<file path="src/rtl/overlay_fetch_ctrl.sv">
// Overlay stream fetch: buffers 64-bit HPS words, unpacks four ARGB1555 pixels per word,
// substitutes transparent pixels on underrun. Optional chroma key via OVL_CHROMA_KEY_EN.
module overlay_fetch_ctrl #(
    parameter int unsigned FIFO_AW    = 3,
    parameter logic [15:0] CHROMA_KEY = 16'h7C1F
) (
    input  logic        clk,
    input  logic        reset_n,
    input  logic        enable,
    input  logic [31:0] info_resolution,
    input  logic [63:0] ovl_data,
    input  logic        ovl_valid,
    output logic        ovl_ready,
    input  logic        frame_start,
    input  logic        pix_req,
    output logic [15:0] pix_data,
    output logic        pix_valid,
    output logic        frame_done,
    output logic        underrun,
    output logic [15:0] underrun_cnt
);
    localparam int unsigned DEPTH = 1 << FIFO_AW;
    localparam int unsigned CW    = FIFO_AW + 1;
    localparam int unsigned OW    = FIFO_AW + 1;
    localparam logic [OW-1:0] OWED_MAX = '1;

    typedef enum logic [1:0] {
        ST_IDLE   = 2'd0,
        ST_WAIT   = 2'd1,
        ST_ACTIVE = 2'd2
    } state_e;

    state_e               state_q, state_d;
    logic [63:0]          mem_q [DEPTH];
    logic [FIFO_AW-1:0]   wr_ptr_q, wr_ptr_d, rd_ptr_q, rd_ptr_d;
    logic [CW-1:0]        cnt_q, cnt_d;
    logic [63:0]          held_q, held_d;
    logic                 held_vld_q, held_vld_d;
    logic [1:0]           lane_q, lane_d;
    logic [OW-1:0]        owed_q, owed_d;
    logic [31:0]          total_q, total_d, pix_cnt_q, pix_cnt_d;
    logic [15:0]          pix_data_q, pix_data_d;
    logic                 pix_valid_q, pix_valid_d;
    logic                 frame_done_q, frame_done_d;
    logic                 underrun_q, underrun_d;
    logic [15:0]          underrun_cnt_q, underrun_cnt_d;
    logic                 ovl_ready_q, ovl_ready_d;

    logic                 wr_en, rd_en, fs_ok, have_word, owed_inc;
    logic [63:0]          word;
    logic [15:0]          pix;

`ifndef OVL_CHROMA_KEY_EN
    logic [15:0] unused_chroma_key;
    assign unused_chroma_key = CHROMA_KEY;
`endif

    // Next-state, datapath and registered-output computation
    always_comb begin
        state_d        = state_q;
        wr_ptr_d       = wr_ptr_q;
        rd_ptr_d       = rd_ptr_q;
        cnt_d          = cnt_q;
        held_d         = held_q;
        held_vld_d     = held_vld_q;
        lane_d         = lane_q;
        owed_d         = owed_q;
        total_d        = total_q;
        pix_cnt_d      = pix_cnt_q;
        pix_data_d     = pix_data_q;
        pix_valid_d    = 1'b0;
        frame_done_d   = 1'b0;
        underrun_d     = underrun_q;
        underrun_cnt_d = underrun_cnt_q;
        wr_en          = 1'b0;
        rd_en          = 1'b0;
        have_word      = 1'b0;
        owed_inc       = 1'b0;
        word           = '0;
        pix            = '0;
        fs_ok          = frame_start && (info_resolution[15:0] != 16'd0)
                                     && (info_resolution[31:16] != 16'd0);

        if (!enable) begin
            state_d        = ST_IDLE;
            wr_ptr_d       = '0;
            rd_ptr_d       = '0;
            cnt_d          = '0;
            held_vld_d     = 1'b0;
            lane_d         = 2'd0;
            owed_d         = '0;
            underrun_d     = 1'b0;
            underrun_cnt_d = 16'd0;
        end else begin
            unique case (state_q)
                ST_IDLE: state_d = ST_WAIT;
                ST_WAIT: begin
                    if (fs_ok) begin
                        total_d   = 32'(info_resolution[15:0]) * 32'(info_resolution[31:16]);
                        pix_cnt_d = 32'd0;
                        state_d   = ST_ACTIVE;
                    end
                end
                ST_ACTIVE: begin
                    if (pix_req) begin
                        if ((lane_q == 2'd0) && !held_vld_q && (cnt_q != '0)) begin
                            rd_en      = 1'b1;
                            word       = mem_q[rd_ptr_q];
                            have_word  = 1'b1;
                            held_d     = word;
                            held_vld_d = 1'b1;
                        end else if (held_vld_q) begin
                            word      = held_q;
                            have_word = 1'b1;
                        end
                        pix = word[{lane_q, 4'b0000} +: 16];
                        if (have_word) begin
`ifdef OVL_CHROMA_KEY_EN
                            if (pix[14:0] == CHROMA_KEY[14:0]) pix[15] = 1'b0;
`endif
                            pix_data_d = pix;
                        end else begin
                            pix_data_d = 16'h0000;
                            underrun_d = 1'b1;
                            if (underrun_cnt_q != 16'hFFFF) underrun_cnt_d = underrun_cnt_q + 16'd1;
                        end
                        pix_valid_d = 1'b1;
                        lane_d      = lane_q + 2'd1;
                        if (lane_q == 2'd3) begin
                            held_vld_d = 1'b0;
                            owed_inc   = !have_word;
                        end
                    end
                    // A fresh frame_start restarts the frame without a done pulse
                    if (fs_ok) begin
                        total_d   = 32'(info_resolution[15:0]) * 32'(info_resolution[31:16]);
                        pix_cnt_d = 32'd0;
                    end else if (pix_req) begin
                        if (pix_cnt_q == total_q - 32'd1) begin
                            frame_done_d = 1'b1;
                            state_d      = ST_WAIT;
                        end else begin
                            pix_cnt_d = pix_cnt_q + 32'd1;
                        end
                    end
                end
                default: state_d = ST_IDLE;
            endcase

            // Words owed for missed slots are dropped before anything reaches the FIFO
            if (owed_inc && (owed_q != OWED_MAX)) owed_d = owed_q + OW'(1);
            if (ovl_valid && ovl_ready_q) begin
                if (owed_d != '0) owed_d = owed_d - OW'(1);
                else              wr_en  = 1'b1;
            end
            if (wr_en) wr_ptr_d = wr_ptr_q + FIFO_AW'(1);
            if (rd_en) rd_ptr_d = rd_ptr_q + FIFO_AW'(1);
            cnt_d = cnt_q + CW'(wr_en) - CW'(rd_en);
        end

        ovl_ready_d = (state_d != ST_IDLE) && ((cnt_d != CW'(DEPTH)) || (owed_d != '0));
    end

    always_ff @(posedge clk or negedge reset_n) begin
        if (!reset_n) begin
            state_q        <= ST_IDLE;
            wr_ptr_q       <= '0;
            rd_ptr_q       <= '0;
            cnt_q          <= '0;
            held_q         <= '0;
            held_vld_q     <= 1'b0;
            lane_q         <= 2'd0;
            owed_q         <= '0;
            total_q        <= 32'd0;
            pix_cnt_q      <= 32'd0;
            pix_data_q     <= 16'd0;
            pix_valid_q    <= 1'b0;
            frame_done_q   <= 1'b0;
            underrun_q     <= 1'b0;
            underrun_cnt_q <= 16'd0;
            ovl_ready_q    <= 1'b0;
        end else begin
            state_q        <= state_d;
            wr_ptr_q       <= wr_ptr_d;
            rd_ptr_q       <= rd_ptr_d;
            cnt_q          <= cnt_d;
            held_q         <= held_d;
            held_vld_q     <= held_vld_d;
            lane_q         <= lane_d;
            owed_q         <= owed_d;
            total_q        <= total_d;
            pix_cnt_q      <= pix_cnt_d;
            pix_data_q     <= pix_data_d;
            pix_valid_q    <= pix_valid_d;
            frame_done_q   <= frame_done_d;
            underrun_q     <= underrun_d;
            underrun_cnt_q <= underrun_cnt_d;
            ovl_ready_q    <= ovl_ready_d;
        end
    end

    // Storage array carries no reset; occupancy is tracked by cnt_q
    always_ff @(posedge clk) begin
        if (wr_en) mem_q[wr_ptr_q] <= ovl_data;
    end

    assign ovl_ready    = ovl_ready_q;
    assign pix_data     = pix_data_q;
    assign pix_valid    = pix_valid_q;
    assign frame_done   = frame_done_q;
    assign underrun     = underrun_q;
    assign underrun_cnt = underrun_cnt_q;

endmodule

</file>
<file path="config.mk">
export PLATFORM = sky130hd
export DESIGN_NAME = overlay_fetch_ctrl
export DESIGN_NICKNAME = d
export VERILOG_FILES = /design/src/rtl/overlay_fetch_ctrl.sv
export SDC_FILE = /design/constraint.sdc
export NUM_CORES = 2
export LEC_CHECK = 0
export BUFFER_PORTS_ARGS = -buffer_cell sky130_fd_sc_hd__buf_2
export CAP_MARGIN = 30
export CORE_MARGIN = 3
export CORE_UTILIZATION = 35
export CTS_BUF_LIST = sky130_fd_sc_hd__clkbuf_16
export DETAILED_ROUTE_END_ITERATION = 8
export PLACE_DENSITY = 0.57
export SETUP_SLACK_MARGIN = 0.5
export SYNTH_ARGS = -nofsm -noshare
export SYNTH_HDL_FRONTEND = slang
export SYNTH_SLANG_ARGS = --single-unit
</file>
<file path="constraint.sdc">
create_clock -name clk -period 9.1 [get_ports clk]
set_clock_uncertainty 0.2 [all_clocks]
set_input_delay 2.73 -clock clk [delete_from_list [all_inputs] [get_ports clk]]
set_output_delay 2.73 -clock clk [all_outputs]
set_load 0.03 [all_outputs]
</file>
==> flow_summary_export.csv <==
group,metric,value,unit
routing,routed_via_density,5.171,
clocking,cts_max_level,3,
floorplanning,die_area,0.1119,mm2
clocking,cts_sinks,695,
pwr,p_leak,16.18,nW
routing,drc,0,
grt,antenna_found_initial,22,
clocking,ctsHoldBuffers,0,
sta,fin_crit,8.270,ns
synthesis,synth_edf_count,512,
synthesis,synthFlopType,"edfxtp_1",
final_layout,fin_util,39.89,%
synthesis,synth_seq_cells,695,
clocking,cts_tree,"yes",
routing,wl_per_cell,20.30,um
sta,drv_slew,0,
synthesis,seq_area_frac_synth,52.81,%
placement,portBuffers,137,
synthesis,synth_most_common_cell,"edfxtp_1",
clocking,cts_root_buf,"clkbuf_16",
routing,via_count,22420,
synthesis,synth_area_leaders,"edfxtp_1 41%, dfrtp_1 12%, fa_1 10%",
synthesis,postSynthCellCount,2770,
critical_path,path_cells,"buf_2, nand2_1, fa_1, fa_1, fa_1, inv_1, fa_1, fa_1, inv_1, fa_1, inv_1, ha_1, a21oi_1, o21ai_0, a211oi_1, o211ai_1, a31oi_1, o21ai_0, o22ai_1, xor2_1, o21ai_0",
synthesis,synth_top_area_cell,"edfxtp_1",
synthesis,yosys.area.top_type_share,40.69,%
clocking,cts.clk_slew.worst_paths,0.06,ns
synthesis,netlist_area,0.03779,mm2
hold_path,hold_path_class,"reg -> reg",
grt,grt_first_pass_wirelength,138.0,mm
sta,setup_viol,0,
sta,fin_ws,0.8299,ns
synthesis,yosysUniqueCellTypes,70,
placement,pre_cts_ws,0.2136,ns
grt,grt_start_max_net_pins,168,
synthesis,syn_area_per_cell,13.64,um2
critical_path,crit_arrival,8.54,ns
critical_path,critical-path-top-delay-family,"adder cells",
critical_path,critPathMaxFanout,17,
final_layout,syn2layout_area_growth,12.07,%
floorplanning,num_rows,119,
job,drv_cap,0,
sta,finalHoldWorstSlack,0.3043,ns
floorplanning,core_area,0.1062,mm2
final_layout,nets,3296,
floorplanning,io_pins,138,
floorplanning,start_util,35.59,%
pwr,peakVddDrop,0.3620,mV
placement,gp_congestion,0.8086,
sta,relSlewSlack,24.72,%
sta,hold_viol_final,0,
synthesis,synth_fp_nets,3189,
critical_path,cp_common_cell,"fa_1",
critical_path,crit_type,"in -> reg",
critical_path,crit_path_end_kind,"flip-flop",
grt,grt_pass1_vias,22830,
synthesis,synth_common_cells,"512 x edfxtp_1, 249 x inv_1, 212 x nand2_1",
clocking,clockBufferDepth,3,
clocking,cts_made_buffers,70,
synthesis,yosys_warnings,0,
sta,tightestPinTransition,1.129,ns
clocking,clock_latency,0.62,ns
routing,totalWireLength,88.02,mm
sta,fmax,120.9,MHz
routing,ant_nets,0,
routing,first_iter_violations,1692,
grt,gr-total-overflow,0,
critical_path,slowest_delay,0.54,ns
critical_path,cpMaxStageDelayCell,"fa_1",
grt,grt_usage,15.78,%
synthesis,async_flop_share,26.33,%
critical_path,cp.required,9.37,ns
routing,firstDrtPassIters,5,
sta,rsz0062_at_grt,"false",
floorplanning,dieWidth,334.6,um
sta,period_share,90.88,%
placement,dp_hpwl,56.50,mm
final_layout,drive_above_1_share,16.20,%
critical_path,cp-start-kind,"input port",
outcome,status,"complete, no violations",
pwr,powerDensity,257.4,mW/mm2
critical_path,cp_num_buf_inv,4,
floorplanning,die_h,334.6,um
-- state kept, by name, summed over array words and instances (netlist names) --
name	count
underrun	1
held_q	64
pix_cnt_q	32
rd_ptr_q	3
cnt_q	4
pix_valid	1
owed_q	4
total_q	32
underrun_cnt	16
ovl_ready	1
state_q	2
wr_ptr_q	3
pix_data	16
lane_q	2
frame_done	1
held_vld_q	1
mem_q	512
-- metal layers --
layer	part of all wire (%)	track usage, %	wire length (um)	vias to the layer above
met5	0.10	0	88	-
met1	45	22.69	39600	11530
li1	-	-	-	10190
met3	5.7	2.913	5036	131
met2	47	24.90	41340	552
met4	2.2	3.817	1943	14
-- what timing repair did --
item | 4_1_cts | 5_1_grt
gates resized for setup | 0 | 1
buffers inserted | 0 | 0
setup endpoints to repair | 0 | 1
endpoints found under the hold margin | 0 | 0
-- per-stage QoR --
step                power (W)  instance area, um2  std cells  setup TNS (ns)
global route          0.01174               42320       4324               0
floorplan            0.007082               37810       2770         -148.36
global placement     0.008245               40160       4196               0
detailed placement   0.008254               40160       4196               0
finish                0.01090               42350       4335               0
CTS                   0.01104               42320       4324               0
-- logic make-up (layout without fill, tap and decap cells) --
logic type / Yosys count / after routing / synth area share, %
multiplexers: 228 / 228 / 10.83
flip-flops: 695 / 695 / 52.81
AND/OR/NAND/NOR: 679 / 679 / 8.937
XOR/XNOR: 93 / 93 / 2.156
AO/OA/AOI/OAI: 363 / 363 / 6.884
buffers and inverters: 395 / 558 / 4.013
adder cells (fa/ha/maj): 317 / 317 / 14.37
other: 0 / 11 / 0
-- final cells by class --
type,count,area [um2]
multi-input cells,1680,16410
clock buffers,71,1777
flip-flops and latches,695,19970
diodes,11,27.53
inverters,250,938.4
fillers,9886,63810
repair buffers,180,1105
clock inverters,57,384.1
well taps,1391,1740
-- report_power, final --
| part | internal, W | switching, W | total, W |
|---|---|---|---|
| clock | 0.00151 | 0.00122 | 0.00273 |
| combinational | 0.00187 | 0.00260 | 0.00448 |
| sequential | 0.00354 | 0.000149 | 0.00369 |
-- worst paths after layout --
kind                                             start                           to  slack (ns)  cells past startpoint
max in group asynchronous                      reset_n      rd_ptr_q[1]$_DFFE_PN0P_        5.60                      2
min in group asynchronous                      reset_n  underrun_cnt[6]$_DFFE_PN0P_        1.78                      1
worst min register to register  held_q[53]$_DFFE_PN0P_       held_q[53]$_DFFE_PN0P_        0.30                      1
worst max register to register   lane_q[0]$_DFFE_PN0P_          ovl_ready$_DFF_PN0_        2.51                     17
worst min-delay path            held_q[53]$_DFFE_PN0P_       held_q[53]$_DFFE_PN0P_        0.30                      1
worst max-delay path               info_resolution[17]      total_q[24]$_DFFE_PN0P_        0.83                     21
-- cells in the final DEF (no fill, tap or decap), drive strengths merged, types with 7 or more instances in the layout --
cell    count
clkinv     30
nand2b     11
dfrtp     183
a21oi     116
nand2     212
nand4      17
buf       179
inv       272
nor3       25
xor2       42
mux2i      76
ha        122
xnor2      51
mux2        8
nor4       19
nor2      141
nor2b      16
edfxtp    512
mux4      144
clkbuf     72
o21ai      47
o31a        7
fa        195
a31oi      11
a22o       67
diode      11
a21o       15
nand3      30
and3       27
o31ai      28
o41ai      24
and2      153
-- worst reg2reg max path, delay by kind of cell (launching register included) --
kind | cells | cell delay (ns)
compound gates | 3 | 0.91
xor+xnor | 1 | 0.15
fa+ha+maj | 5 | 1.89
buf+inv | 2 | 0.70
flops | 1 | 0.39
mux | 1 | 0.31
simple gates | 5 | 1.93
Note: power is estimated with default switching activity, not from simulation.
